===== src/rtl/hazard_ctrl.sv =====
// Hazard and stall sequencer for the five-stage MIPS pipeline: load-use bubbles,
// memory-wait freezes with a watchdog timeout, and a saturating stall-cycle counter.
module hazard_ctrl #(
   parameter int MEM_TIMEOUT = 16,
   parameter int CNT_W       = 16
) (
   input  logic             clk,
   input  logic             rst,
   input  logic [4:0]       id_rs,
   input  logic [4:0]       id_rt,
   input  logic             id_rs_used,
   input  logic             id_rt_used,
   input  logic             ex_ReadMem,
   input  logic [4:0]       ex_rt,
   input  logic             mem_req,
   input  logic             mem_ack,
   output logic             pc_en,
   output logic             ifid_en,
   output logic             idex_en,
   output logic             exmem_en,
   output logic             idex_bubble,
   output logic             memwb_bubble,
   output logic             mem_err,
   output logic [CNT_W-1:0] stall_count
);

   localparam int WC_W = $clog2(MEM_TIMEOUT + 1);

   typedef enum logic [1:0] {
      S_RUN  = 2'd0,
      S_WAIT = 2'd1,
      S_ERR  = 2'd2
   } state_t;

   state_t            state_q, state_d;
   logic [WC_W-1:0]   wait_cnt_q, wait_cnt_d;
   logic              mem_err_q, mem_err_d;
   logic [CNT_W-1:0]  stall_cnt_q, stall_cnt_d;

   logic              unacked;
   logic              freeze;
   logic              load_use;
   logic [WC_W-1:0]   wait_cnt_inc;
   logic              hits_timeout;

   function automatic logic [CNT_W-1:0] sat_inc(input logic [CNT_W-1:0] v);
      return (&v) ? v : v + CNT_W'(1);
   endfunction

   assign unacked      = mem_req & ~mem_ack;
   assign freeze       = unacked | (state_q == S_ERR);
   assign wait_cnt_inc = wait_cnt_q + WC_W'(1);
   assign hits_timeout = (wait_cnt_inc >= WC_W'(MEM_TIMEOUT));

   // Register 0 is hard-wired to zero, so a load targeting it never creates a dependency.
   assign load_use = ex_ReadMem & (ex_rt != 5'd0) &
                     ((id_rs_used & (id_rs == ex_rt)) | (id_rt_used & (id_rt == ex_rt)));

   always_comb begin
      pc_en        = 1'b1;
      ifid_en      = 1'b1;
      idex_en      = 1'b1;
      exmem_en     = 1'b1;
      idex_bubble  = 1'b0;
      memwb_bubble = 1'b0;
      if (!rst) begin
         pc_en    = 1'b0;
         ifid_en  = 1'b0;
         idex_en  = 1'b0;
         exmem_en = 1'b0;
      end else if (freeze) begin
         // Whole pipe holds; ID/EX is not bubbled so the ID instruction survives the wait.
         pc_en        = 1'b0;
         ifid_en      = 1'b0;
         idex_en      = 1'b0;
         exmem_en     = 1'b0;
         memwb_bubble = 1'b1;
      end else if (load_use) begin
         pc_en       = 1'b0;
         ifid_en     = 1'b0;
         idex_bubble = 1'b1;
      end
   end

   always_comb begin
      state_d    = state_q;
      wait_cnt_d = wait_cnt_q;
      case (state_q)
         S_RUN: begin
            if (unacked) begin
               if (hits_timeout) begin
                  state_d = S_ERR;
               end else begin
                  state_d    = S_WAIT;
                  wait_cnt_d = WC_W'(1);
               end
            end
         end
         S_WAIT: begin
            if (unacked) begin
               if (hits_timeout) begin
                  state_d = S_ERR;
               end else begin
                  wait_cnt_d = wait_cnt_inc;
               end
            end else begin
               state_d    = S_RUN;
               wait_cnt_d = '0;
            end
         end
         S_ERR: begin
            state_d = S_ERR;
         end
         default: begin
            state_d    = S_RUN;
            wait_cnt_d = '0;
         end
      endcase
      mem_err_d   = mem_err_q | (state_d == S_ERR);
      stall_cnt_d = pc_en ? stall_cnt_q : sat_inc(stall_cnt_q);
   end

   always_ff @(posedge clk or negedge rst) begin
      if (!rst) begin
         state_q     <= S_RUN;
         wait_cnt_q  <= '0;
         mem_err_q   <= 1'b0;
         stall_cnt_q <= '0;
      end else begin
         state_q     <= state_d;
         wait_cnt_q  <= wait_cnt_d;
         mem_err_q   <= mem_err_d;
         stall_cnt_q <= stall_cnt_d;
      end
   end

   assign mem_err     = mem_err_q;
   assign stall_count = stall_cnt_q;

endmodule


===== config.mk =====
export PLATFORM = sky130hd
export DESIGN_NAME = hazard_ctrl
export DESIGN_NICKNAME = d
export VERILOG_FILES = /design/src/rtl/hazard_ctrl.sv
export SDC_FILE = /design/constraint.sdc
export NUM_CORES = 1
export LEC_CHECK = 0
export ABC_AREA = 1
export CAP_MARGIN = 10
export CORE_MARGIN = 2
export CORE_UTILIZATION = 35
export CTS_CLUSTER_SIZE = 8
export DETAILED_ROUTE_END_ITERATION = 6
export MAX_ROUTING_LAYER = met4
export SETUP_SLACK_MARGIN = 0.02
export SYNTH_ARGS = -nofsm -noshare
export SYNTH_HDL_FRONTEND = slang
export SYNTH_SLANG_ARGS = --single-unit

===== constraint.sdc =====
create_clock -name clk -period 2 [get_ports clk]
set_clock_uncertainty 0.1 [all_clocks]
set_input_delay 0.3 -clock clk [delete_from_list [all_inputs] [get_ports clk]]
set_output_delay 0.3 -clock clk [all_outputs]
set_load 0.02 [all_outputs]

==> metrics.csv <==
metric;value;unit
FILL cells;477;
GRT Residual Overflow;0;
Die Height;73.5;um
wire per inst;10.8;um
status;complete, no violations;
slowest stage delay, CP;0.42;ns
Final Setup Violations;0;
largest family of logic cells by synthesized area;simple AND/OR/NAND/NOR gates;
DR DRC count;0;
Inserted Diodes;0;
root buffer cell;clkbuf_8;
Synth Area in Adders;0.0148;
unrepaired setup endpoints after global routing;yes;
standard-cell rows;25;
Chip Width;73.5;um
Num CTS Buffers;3;
first-pass GRT wire length;6340;um
yosys warns;0;
Reg2Reg Depth;9;
syn nets;261;
Pwr Density;395;mW/mm2
Routed Antenna Nets;0;
Cell variety after synth;30;
Synth Area in Compound Gates;0.0318;
peak fanout along the critical path;2;
mapped cell area;0.00169;mm2
ys flop type;dfrtp_1;
CP Cell Sequence;clkdlybuf4s50_1 > nand2_1 > nand2_1 > nor2_1 > nand3_1 > nand2_1 > nand2_2 > nor3_2 > buf_4;
clk buf depth;2;
initial antenna violation count;0;
Final period util;0.938;
Layout Cells excl Fill;350;
placed inst area;0.00225;mm2
H-tree Lvls;1;
Worst path slowest cell;clkdlybuf4s50_1;
largest net degree at the start of global routing;25;
Max-Cap Viols;0;
post-synthesis sequential area ratio;0.355;
Port Buf Inserts;44;
# IOs;45;
FMAX;533;MHz
Post-Synth XOR/XNOR Area;0.0622;
Final Cell Area;0.00232;mm2
most used cell, CP;nand2_1;
Inst Count DP;345;
Slew @ Worst Pin;0.322;ns
Max Slew Vio Count;0;
Starting Density;0.360;
vias in the first global route;1429;
HP Class;input port to async pin;
post-synthesis register bit count;24;
Async SR Flop Fraction;1.00;
mux cell area share after synthesis;0;
Placeable Area;0.00469;mm2
pre-CTS setup slack;-0.486;ns
Post-synth EDFFs;0;
dominant cell type by area after synthesis;dfrtp_1;
PnR worst setup slack;0.124;ns
Final Hold Viols;0;
share of layout cells above drive strength 1;0.169;
simple-gate share of the synthesized area;0.418;
Vias;1603;
fin crit period;1.88;ns
clock slew at reported path FFs;0.09;ns
Syn Inst Count;237;
Final HPWL DP;2840;um
Layout Area Growth over Synthesis;37.2;%
CTS tree;yes;
most common cell after layout, fill and taps aside;nand2_1;
DRT Pass-1 Iters;4;
CTS Sinks;24;
Mapped Avg Cell Area;7.13;um2
commonest non-fill, non-tap cells in the layout;80 x nand2_1, 31 x inv_1, 27 x nand3_1, 24 x clkdlybuf4s50_1, 24 x dfrtp_1;
die area;0.00540;mm2
Peak supply drop;0.308;mV
Worst Setup Start Kind;input port;
largest cells by area after synthesis;dfrtp_1 36%, nand2_1 18%, nand3_1 8.0%;
Rel. slew slack;0.784;
worst skew pair latency;0.27;ns
CP endpoint kind;output port;
crit path kind;input port to output port;
All-Layer GR Usage;0.154;
Vias/cell;4.58;
R2R setup slack;0.26;ns
DRT iter0 DRCs;61;
Final Routed Wirelength;3790;um
gp weighted congestion;0.838;
post-synth top area share;0.355;
Crit path required time;1.60;ns
Final #Nets;321;
leak pwr;1.31;nW
crit path DAT;1.48;ns
==> flip-flops by register name (all words and copies together) (netlist names) <==
| register | count |
|---|---|
| wait_cnt_q | 5 |
| stall_count | 16 |
| mem_err | 1 |
| state_q | 2 |
==> through the flow <==
step                      hold WS [ns]  power [mW]   util  setup TNS (ns)
after global placement           0.359       0.598  0.480           -4.56
after floorplan                -0.0956       0.530      -               0
after CTS                        0.381       0.933  0.490               0
after global routing             0.396       0.961  0.494               0
final                            0.365       0.915  0.494               0
after detailed placement         0.355       0.598  0.480           -4.72
==> report_power, final <==
group          internal (mW)  switching [mW]
Sequential             0.485               0
Combinational         0.0487          0.0483
Clock                  0.176           0.157
==> layout make-up <==
class	count	area [um2]	area share
clock buffers	4	55.1	0.0237
well taps	54	67.6	0.0291
inverters	37	139	0.0599
repair buffers	60	553	0.239
multi-input cells	171	903	0.390
flip-flops and latches	24	601	0.259
==> kinds of logic after synthesis <==
logic type	after synthesis
flops	24
fa+ha+maj	2
compound gates	10
xor+xnor	12
buf+inv	42
simple gates	147
==> Yosys cell counts, types with 2 or more instances <==
| library cell | count |
|---|---|
| nand2_1 | 81 |
| inv_1 | 32 |
| nand3_1 | 27 |
| dfrtp_1 | 24 |
| nor2_1 | 15 |
| xor2_1 | 10 |
| inv_2 | 5 |
| o21ai_0 | 5 |
| nand2_2 | 4 |
| nand4_1 | 4 |
| nor3_1 | 4 |
| a21oi_1 | 3 |
| buf_4 | 2 |
| ha_1 | 2 |
| nand2_4 | 2 |
| nand3_2 | 2 |
| xnor2_1 | 2 |
==> repair_timing <==
item                       in CTS  in global routing
hold buffers                    0                  0
pin swaps                       2                  9
setup endpoints to repair       6                 21
resized for setup              28                 14
cloned                          0                  0
setup buffers                   1                  0
==> worst paths after layout <==
kind | from | endpoint
min reg2reg | mem_err$_DFF_PN0_ | mem_err$_DFF_PN0_
min in group clk | mem_err$_DFF_PN0_ | mem_err$_DFF_PN0_
max | id_rs[3] | idex_bubble
max in group asynchronous | rst | stall_count[14]$_DFFE_PN0P_
max reg2reg | stall_count[0]$_DFFE_PN0P_ | stall_count[14]$_DFFE_PN0P_
min | rst | stall_count[5]$_DFFE_PN0P_
==> critical path, delay by kind of cell <==
kind / cells / cell delay, ns
buffers and inverters: 2 / 0.58
AND/OR/NAND/NOR: 7 / 0.59
==> per-layer routing <==
metal / global-route usage / vias up / wire, um
met5: - / - / 0
met4: 0.0505 / 0 / 40
met3: 0.0206 / 4 / 111
met2: 0.241 / 24 / 1790
met1: 0.205 / 722 / 1850
li1: - / 853 / -
Power figures use the tool's default switching activity.
